==> src/rtl/mc_ctrl_if.sv <==
// Control/flag bundle between the multi-cycle main controller and the datapath.
// The master side is the controller, the slave side is the datapath/IR/ALU.
interface mc_ctrl_if;
   logic [5:0] opcode;
   logic [5:0] funct;
   logic       Zero;
   logic [2:0] ALUctr;
   logic       ALUSrc;
   logic       ExtOp;
   logic [1:0] RegDst;
   logic [1:0] MemtoReg;
   logic [1:0] NPCOp;
   logic       PCWrite;
   logic       IRWrite;
   logic       RegWrite;
   logic       MemWrite;
   logic       retire;
   logic [2:0] state;

   modport master (
      input  opcode, funct, Zero,
      output ALUctr, ALUSrc, ExtOp, RegDst, MemtoReg, NPCOp,
      output PCWrite, IRWrite, RegWrite, MemWrite, retire, state
   );

   modport slave (
      output opcode, funct, Zero,
      input  ALUctr, ALUSrc, ExtOp, RegDst, MemtoReg, NPCOp,
      input  PCWrite, IRWrite, RegWrite, MemWrite, retire, state
   );
endinterface

==> src/rtl/mc_ctrl.sv <==
// Multi-cycle main controller: IF/ID/EX/MEM/WB sequencing with combinational
// Moore/Mealy outputs decoded from state, opcode, funct and the ALU Zero flag.
module mc_ctrl (
   input  logic          clk,
   input  logic          reset,
   mc_ctrl_if.master     bus
);
   typedef enum logic [2:0] {
      S_IF  = 3'b000,
      S_ID  = 3'b001,
      S_EX  = 3'b010,
      S_MEM = 3'b011,
      S_WB  = 3'b100
   } state_t;

   localparam logic [5:0] OP_RTYPE = 6'b000000;
   localparam logic [5:0] OP_ORI   = 6'b001101;
   localparam logic [5:0] OP_LUI   = 6'b001111;
   localparam logic [5:0] OP_LW    = 6'b100011;
   localparam logic [5:0] OP_SW    = 6'b101011;
   localparam logic [5:0] OP_BEQ   = 6'b000100;
   localparam logic [5:0] OP_JAL   = 6'b000011;
   localparam logic [5:0] FN_ADD   = 6'b100000;
   localparam logic [5:0] FN_ADDU  = 6'b100001;
   localparam logic [5:0] FN_SUB   = 6'b100010;
   localparam logic [5:0] FN_SUBU  = 6'b100011;
   localparam logic [5:0] FN_JR    = 6'b001000;

   state_t state_reg, state_next;

   logic is_rsub, is_radd, is_rtype, is_jr;
   logic is_ori, is_lui, is_lw, is_sw, is_beq, is_jal, goes_ex;

   assign is_radd  = (bus.opcode == OP_RTYPE) && ((bus.funct == FN_ADD) || (bus.funct == FN_ADDU));
   assign is_rsub  = (bus.opcode == OP_RTYPE) && ((bus.funct == FN_SUB) || (bus.funct == FN_SUBU));
   assign is_rtype = is_radd || is_rsub;
   assign is_jr    = (bus.opcode == OP_RTYPE) && (bus.funct == FN_JR);
   assign is_ori   = (bus.opcode == OP_ORI);
   assign is_lui   = (bus.opcode == OP_LUI);
   assign is_lw    = (bus.opcode == OP_LW);
   assign is_sw    = (bus.opcode == OP_SW);
   assign is_beq   = (bus.opcode == OP_BEQ);
   assign is_jal   = (bus.opcode == OP_JAL);
   assign goes_ex  = is_rtype || is_ori || is_lui || is_lw || is_sw || is_beq;

   always_ff @(posedge clk) begin
      if (reset)
         state_reg <= S_IF;
      else
         state_reg <= state_next;
   end

   logic [2:0] aluctr;
   logic       alusrc, extop, pcwrite, irwrite, regwrite, memwrite, retire;
   logic [1:0] regdst, memtoreg, npcop;

   always_comb begin
      state_next = S_IF;
      aluctr     = 3'b000;
      alusrc     = 1'b0;
      extop      = 1'b0;
      regdst     = 2'b00;
      memtoreg   = 2'b00;
      npcop      = 2'b00;
      pcwrite    = 1'b0;
      irwrite    = 1'b0;
      regwrite   = 1'b0;
      memwrite   = 1'b0;
      retire     = 1'b0;
      case (state_reg)
         S_IF: begin
            irwrite    = 1'b1;
            pcwrite    = 1'b1;
            state_next = S_ID;
         end
         S_ID: begin
            if (is_jr) begin
               pcwrite = 1'b1;
               npcop   = 2'b11;
               retire  = 1'b1;
            end else if (is_jal) begin
               state_next = S_WB;
            end else if (goes_ex) begin
               state_next = S_EX;
            end else begin
               retire = 1'b1;
            end
         end
         S_EX: begin
            if (is_rsub || is_beq)  aluctr = 3'b001;
            else if (is_ori)        aluctr = 3'b010;
            else if (is_lui)        aluctr = 3'b011;
            alusrc = is_ori || is_lui || is_lw || is_sw;
            extop  = is_lw || is_sw || is_beq;
            if (is_beq) begin
               // Zero comes straight from the ALU in this same cycle
               pcwrite = bus.Zero;
               npcop   = 2'b01;
               retire  = 1'b1;
            end else if (is_lw || is_sw) begin
               state_next = S_MEM;
            end else begin
               state_next = S_WB;
            end
         end
         S_MEM: begin
            if (is_sw) begin
               memwrite = 1'b1;
               retire   = 1'b1;
            end else begin
               state_next = S_WB;
            end
         end
         S_WB: begin
            regwrite = 1'b1;
            retire   = 1'b1;
            if (is_rtype) begin
               regdst = 2'b01;
            end else if (is_lw) begin
               memtoreg = 2'b01;
            end else if (is_jal) begin
               regdst   = 2'b10;
               memtoreg = 2'b10;
               pcwrite  = 1'b1;
               npcop    = 2'b10;
            end
         end
         default: state_next = S_IF;
      endcase
      // A reset cycle must never produce a partial write or a retire pulse
      if (reset) begin
         aluctr   = 3'b000;
         alusrc   = 1'b0;
         extop    = 1'b0;
         regdst   = 2'b00;
         memtoreg = 2'b00;
         npcop    = 2'b00;
         pcwrite  = 1'b0;
         irwrite  = 1'b0;
         regwrite = 1'b0;
         memwrite = 1'b0;
         retire   = 1'b0;
      end
   end

   assign bus.ALUctr   = aluctr;
   assign bus.ALUSrc   = alusrc;
   assign bus.ExtOp    = extop;
   assign bus.RegDst   = regdst;
   assign bus.MemtoReg = memtoreg;
   assign bus.NPCOp    = npcop;
   assign bus.PCWrite  = pcwrite;
   assign bus.IRWrite  = irwrite;
   assign bus.RegWrite = regwrite;
   assign bus.MemWrite = memwrite;
   assign bus.retire   = retire;
   assign bus.state    = state_reg;
endmodule

==> src/flat_wrapper.sv <==
// flat-port wrapper written by rule: the top's interface ports become plain ports
module mc_ctrl_flat 
  (clk, reset, bus_opcode, bus_funct, bus_Zero, bus_ALUctr, bus_ALUSrc, bus_ExtOp, bus_RegDst, bus_MemtoReg, bus_NPCOp, bus_PCWrite, bus_IRWrite, bus_RegWrite, bus_MemWrite, bus_retire, bus_state);
  mc_ctrl_if bus_i ();
  input  logic clk;
  input  logic reset;
  input wire logic [$bits(bus_i.opcode)-1:0] bus_opcode;
  input wire logic [$bits(bus_i.funct)-1:0] bus_funct;
  input wire logic [$bits(bus_i.Zero)-1:0] bus_Zero;
  output wire logic [$bits(bus_i.ALUctr)-1:0] bus_ALUctr;
  output wire logic [$bits(bus_i.ALUSrc)-1:0] bus_ALUSrc;
  output wire logic [$bits(bus_i.ExtOp)-1:0] bus_ExtOp;
  output wire logic [$bits(bus_i.RegDst)-1:0] bus_RegDst;
  output wire logic [$bits(bus_i.MemtoReg)-1:0] bus_MemtoReg;
  output wire logic [$bits(bus_i.NPCOp)-1:0] bus_NPCOp;
  output wire logic [$bits(bus_i.PCWrite)-1:0] bus_PCWrite;
  output wire logic [$bits(bus_i.IRWrite)-1:0] bus_IRWrite;
  output wire logic [$bits(bus_i.RegWrite)-1:0] bus_RegWrite;
  output wire logic [$bits(bus_i.MemWrite)-1:0] bus_MemWrite;
  output wire logic [$bits(bus_i.retire)-1:0] bus_retire;
  output wire logic [$bits(bus_i.state)-1:0] bus_state;
  assign bus_i.opcode = bus_opcode;
  assign bus_i.funct = bus_funct;
  assign bus_i.Zero = bus_Zero;
  assign bus_ALUctr = bus_i.ALUctr;
  assign bus_ALUSrc = bus_i.ALUSrc;
  assign bus_ExtOp = bus_i.ExtOp;
  assign bus_RegDst = bus_i.RegDst;
  assign bus_MemtoReg = bus_i.MemtoReg;
  assign bus_NPCOp = bus_i.NPCOp;
  assign bus_PCWrite = bus_i.PCWrite;
  assign bus_IRWrite = bus_i.IRWrite;
  assign bus_RegWrite = bus_i.RegWrite;
  assign bus_MemWrite = bus_i.MemWrite;
  assign bus_retire = bus_i.retire;
  assign bus_state = bus_i.state;
  mc_ctrl u_core (.clk(clk), .reset(reset), .bus(bus_i));
endmodule
==> config.mk <==
export PLATFORM = sky130hd
export DESIGN_NAME = mc_ctrl_flat
export DESIGN_NICKNAME = d
export VERILOG_FILES = /design/src/rtl/mc_ctrl_if.sv /design/src/rtl/mc_ctrl.sv /design/src/flat_wrapper.sv
export SDC_FILE = /design/constraint.sdc
export NUM_CORES = 1
export LEC_CHECK = 0
export CORE_MARGIN = 5
export CORE_UTILIZATION = 38
export CTS_CLUSTER_DIAMETER = 150
export DETAILED_ROUTE_END_ITERATION = 7
export GPL_ROUTABILITY_DRIVEN = 0
export HOLD_SLACK_MARGIN = 0.08
export PLACE_DENSITY = 0.83
export SLEW_MARGIN = 20
export SYNTH_ARGS = -nofsm -noshare
export SYNTH_HDL_FRONTEND = slang
export SYNTH_SLANG_ARGS = --single-unit
==> constraint.sdc <==
create_clock -name clk -period 5.25 [get_ports clk]
set_clock_uncertainty 0.2 [all_clocks]
set_input_delay 1.05 -clock clk [delete_from_list [all_inputs] [get_ports clk]]
set_output_delay 1.05 -clock clk [all_outputs]
set_load 0.05 [all_outputs]
After elaboration in Yosys (flattened, before gate mapping) --
Index checks and enable logic that the tools add are counted.
Word-level totals: register bits 3, output and inout port bits 19, input bits 15
Cells by class: reduce and logical (&&, ||, !) cells 19, multiplexer cells 50, equal/unequal tests 15
Operators by type and width (number):
- 6-bit equality test, second input constant | 6
- 2-bit two-way mux | 14
- 3-bit two-way mux | 9
- 1-bit two-way mux | 23
- 6-bit by 4-bit equality test with 1-bit output, second input constant | 3
- 1-bit logical OR | 14
- 3-bit case mux with 4 select lines | 1
- 1-bit case mux with 4 select lines | 2
- 3-bit by 2-bit equality test with 1-bit output, second input constant | 2
- 6-bit by 2-bit equality test with 1-bit output, second input constant | 1
- 6-bit by 3-bit equality test with 1-bit output, second input constant | 1
- 6-bit logical NOT | 1
- 2-bit case mux with 3 select lines | 1
- 3-bit by 1-bit equality test with 1-bit output, second input constant | 1
- 3-bit equality test, second input constant | 1
- 1-bit logical AND | 3
- 3-bit logical NOT | 1

Longest topological paths before layout --
Gate-level depths: netlist of the first run.
depth in word-level cells 14, gate-level depth with buffers 6

Worst setup path after synthesis of the first run --
Ideal clock, no wire load.
path type flip-flop to output port, from register u_core.state_reg[0], in the netlist u_core.bus.state[0], to output bus_MemtoReg[0], stages on the path, launching flop included 6, path slack 0.884 ns, arrival time 3.116 ns, cell sequence dfxtp_1 -> buf_2 -> or3b_1 -> nor2_1 -> nand2b_1 -> nor3_1
On the way: cells in the longest elaborated chain, start to end 3
Ends and longest elaborated chain:
- from (decl) | line mc_ctrl.sv:29 | state_t state_reg, state_next;
- from (signal assigned) | line mc_ctrl.sv:50 | state_reg <= state_next;
- 3-bit equality test | line mc_ctrl.sv:70 | case (state_reg)
- 2-bit two-way mux | line mc_ctrl.sv:70
- 2-bit two-way mux | line mc_ctrl.sv:131 | if (reset) begin
- to (decl) | line flat_wrapper.sv:14 | output wire logic [$bits(bus_i.MemtoReg)-1:0] bus_MemtoReg;
No other way between the ends.

Final worst setup path of the first run --
from input bus_opcode[3], to output bus_PCWrite
On the way: cells in the longest elaborated chain, start to end 6
Ends and longest elaborated chain:
- from (decl) | line flat_wrapper.sv:7 | input wire logic [$bits(bus_i.opcode)-1:0] bus_opcode;
- 6-bit by 2-bit equality test with 1-bit output or 6-bit logical NOT (tied branches)
- 1-bit two-way mux, or another cell as far along | line mc_ctrl.sv:121 | end else if (is_jal) begin
- 1-bit two-way mux or 1-bit logical OR (tied branches) | line mc_ctrl.sv:119, mc_ctrl.sv:36
- 1-bit two-way mux | line mc_ctrl.sv:117 | if (is_rtype) begin
- 1-bit case mux with 4 select lines (*) | line mc_ctrl.sv:70
- 1-bit two-way mux (*) | line mc_ctrl.sv:131
- to (decl) | line flat_wrapper.sv:16 | output wire logic [$bits(bus_i.PCWrite)-1:0] bus_PCWrite;
Mark *: on every way between the ends. The rest lies on a longest branch, timed or not.

==> results of run 1 <==
where the power goes:
group | switching (mW) | internal [mW] | total (mW)
logic | 0.0240 | 0.0200 | 0.0441
registers | 0.00224 | 0.0237 | 0.0259
clock network | 0.0154 | 0.0287 | 0.0441
routing by layer:
| metal | up-vias | routed length [um] | GRT usage [%] |
|---|---|---|---|
| li1 | 342 | - | - |
| met1 | 336 | 709 | 23.4 |
| met2 | 49 | 874 | 30.1 |
| met5 | - | 0 | 0 |
| met4 | 0 | 38 | 8.29 |
| met3 | 4 | 189 | 7.28 |
area by class of cell:
| class | instances | area, um^2 | area share, % |
|---|---|---|---|
| multi-input combinational | 66 | 422 | 49.1 |
| timing repair buffer | 32 | 320 | 37.3 |
| sequential | 3 | 60.1 | 7.00 |
| clock buffer | 4 | 26.3 | 3.06 |
| tap | 15 | 18.8 | 2.19 |
| inverter | 3 | 11.3 | 1.31 |
worst reg2reg max path, stage by stage, from the launching register on:
cell and delay (ns):
dfxtp_1 0.51, nor3b_2 0.31, o21ai_0 0.15, or4_1 0.45, o22ai_1 0.12
cell usage after synthesis, types with 2 or more instances:
library cell	number	share of area, %
inv_1	3	2.2
o21ai_0	6	5.8
nand3_1	2	1.9
nor4b_1	2	3.4
nor2b_1	2	2.4
or3_1	2	2.4
nor2_1	9	6.5
nand2_1	3	2.2
or3b_1	2	3.4
or2_2	4	4.8
nand2b_1	4	4.8
buf_4	2	2.9
nor3_1	6	5.8
buf_2	2	1.9
dfxtp_1	3	12
or4_1	2	2.9
a21oi_1	3	2.9
o22ai_1	2	2.4
worst max-delay path by stage:
stage,cells past startpoint,to,slack [ns]
after floorplan,5,bus_MemtoReg[0],0.88
after global placement,6,bus_PCWrite,0.52
after detailed placement,6,bus_PCWrite,0.50
after CTS,6,bus_PCWrite,0.50
after global routing,6,bus_PCWrite,0.28
final,6,bus_PCWrite,0.47
placed cells by master (no fill, tap or decap), drive strengths merged:
master,instances
o22ai,2
o21ai,6
o21bai,1
nor3,6
or4,2
nand3,2
dfxtp,3
nand2,3
a21boi,1
nand4b,1
nand2b,4
nor4,2
and2,1
or2,4
o311ai,1
nor2,9
conb,1
clkbuf,4
nor4b,2
a2bb2oi,1
clkdlybuf4s50,32
xnor2,1
nor2b,2
a21oi,3
nand3b,1
inv,3
or3,4
nor3b,1
or3b,2
a222oi,1
a211oi,1
o31a,1
logic make-up (layout without fill, tap and decap cells):
kind of cell / after synthesis / after routing
xor gates and xnor gates: 1 / 1
AOI/OAI and AO/OA: 18 / 18
buffers and inverters: 8 / 39
DFF: 3 / 3
other: 1 / 1
and+or+nand+nor: 46 / 46
per-stage QoR:
stage                     area, um^2  utilization (%)  std cells  hold WS [ns]
after floorplan                  522                -         77         0.662
after CTS                        858             66.0        123         0.440
final                            858             66.0        123         0.453
after detailed placement         832             63.9        119         0.446
after global routing             858             66.0        123         0.488
after global placement           832             63.9        119         0.414
==> summary.md, run 1 <==
| Metric | Value |
|---|---|
| CTS Buf Count | `3` |
| Minimum clock period | `4.78 ns` |
| HPWL after DPL | `1380 um` |
| Largest net degree at the start of global routing | `13` |
| Sequential share of the synthesized area | `11.5%` |
| Status | `complete, no violations` |
| Total grt overflow | `0` |
| Predominant post-synthesis flop cell | `dfxtp_1` |
| # resized after CTS | `0` |
| # clock sinks | `3` |
| Detail Route Antenna Nets | `0` |
| CTS tree | `yes` |
| Syn avg cell area | `6.78 um^2` |
| Fmax | `0.209 GHz` |
| Hold Crit Class | `flip-flop to flip-flop` |
| RSZ-0062 raised after global routing | `false` |
| Tcrit/Tclk final | `91.0%` |
| Synth Area in Compound Gates | `22.3%` |
| 1st-iter DRT viols | `52` |
| Largest stage delay, worst path | `0.83 ns` |
| Worst r2r src | `u_core.bus.state[0]$_SDFF_PP0_` |
| H-tree levels | `1` |
| Post-synth EDFFs | `0` |
| Maximum root-to-sink buffer count | `2` |
| Post-Syn Nets | `92` |
| Hold depth | `2` |
| #FFs+latches synth | `3` |
| Core area | `0.00130 mm^2` |
| FILL cells | `117` |
| DRC violation count after routing | `0` |
| Simple-Gate Fraction of Synth Area | `56.1%` |
| Largest family of logic cells by synthesized area | `simple AND/OR/NAND/NOR gates` |
| Critical Path Slowest Stage Cell | `clkdlybuf4s50_1` |
| # setup viols final | `0` |
| MaxCap Viol Count | `0` |
| Setup WS pre-CTS | `0.495 ns` |
| Hold path start | `u_core.bus.state[0]$_SDFF_PP0_` |
| N_diodes | `0` |
| Slew margin rel. | `65.9%` |
| Cell mode on critical path | `clkdlybuf4s50_1` |
| Req. time, crit path | `4.00 ns` |
| Nets | `124` |
| R2R Setup Slk | `3.43 ns` |
| Ys Warns | `0` |
| Power density cells | `133 mW/mm^2` |
| Clk slew on worst S/H paths | `0.04 ns` |
| Mux cell area share after synthesis | `0%` |
| Total Power | `114 uW` |
| Vias | `731` |
| Buf/Inv on CP | `2` |
| Clk Latency, worst-skew pair | `0.25 ns` |
| WP data arrival | `3.53 ns` |
| Largest register FFs | `3` |
| Hold_buf cts | `0` |
| Top delay family on crit path | `buffers and inverters` |
| I/O pin count | `34` |
| CTS root buffer | `clkbuf_4` |
| Starting Density | `40.1%` |
| Hold Path Sink | `u_core.bus.state[2]$_SDFF_PP0_` |
| Vias per std cell | `5.94` |
| Post-synthesis adder-cell area fraction | `0%` |
| Cell count after synthesis | `77` |
| Synth unique cells | `36` |
| Worst Tran Pin Value | `0.510 ns` |
| Crit path kind | `input port to output port` |
| Drt first pass iters | `6` |
| Area delta synth->final | `64.5%` |
| Number of global-route vias before repair | `668` |
| # port buffers | `32` |
| FFs w/ async S/R, synth | `0%` |
| Setup slack after layout | `0.472 ns` |
| Routed WL | `1810 um` |
| Die W | `47.1 um` |
| DIE HEIGHT | `47.1 um` |
| Slew Viols, Final | `0` |
| Critical Path Source Type | `input port` |
| Crit path launch | `bus_opcode[3]` |
| CP Cell Sequence | `clkdlybuf4s50_1 > or3_4 > nor4b_1 > a2bb2oi_1 > o21ai_0 > clkdlybuf4s50_1` |
| Layout cells sized above 1 | `11.1%` |
| Worst IR Drop VDD | `0.0000608 V` |
| Post-Synth XOR/XNOR Area | `1.68%` |
| Die area | `0.00221 mm^2` |
| First-pass GRT wire length | `3010 um` |
| Initial antenna violation count | `0` |
| Gr usage total | `19.2%` |
| Leak Pwr | `0.263 nW` |
| Setup TNS | `0 ns` |
| Post-CTS Setup Bufs | `0` |
| Drt wl/cell | `14.7 um` |
| Worst R2R Path Depth | `4` |
| Final hold vios | `0` |
| Max FO, Critical Path | `5` |
| Crit Reg-Reg Endpoint | `u_core.bus.state[1]$_SDFF_PP0_` |
| Synthesized area | `522 um^2` |
| Crit path capture type | `output port` |
| FP Rows | `13` |
Power figures use the tool's default switching activity.
==> run 2: changes to the inputs <==
Settings changed: CTS_CLUSTER_SIZE set to 30.
==> results of run 2 <==
Final layout, timing and power as in run 1 (identical DEF).
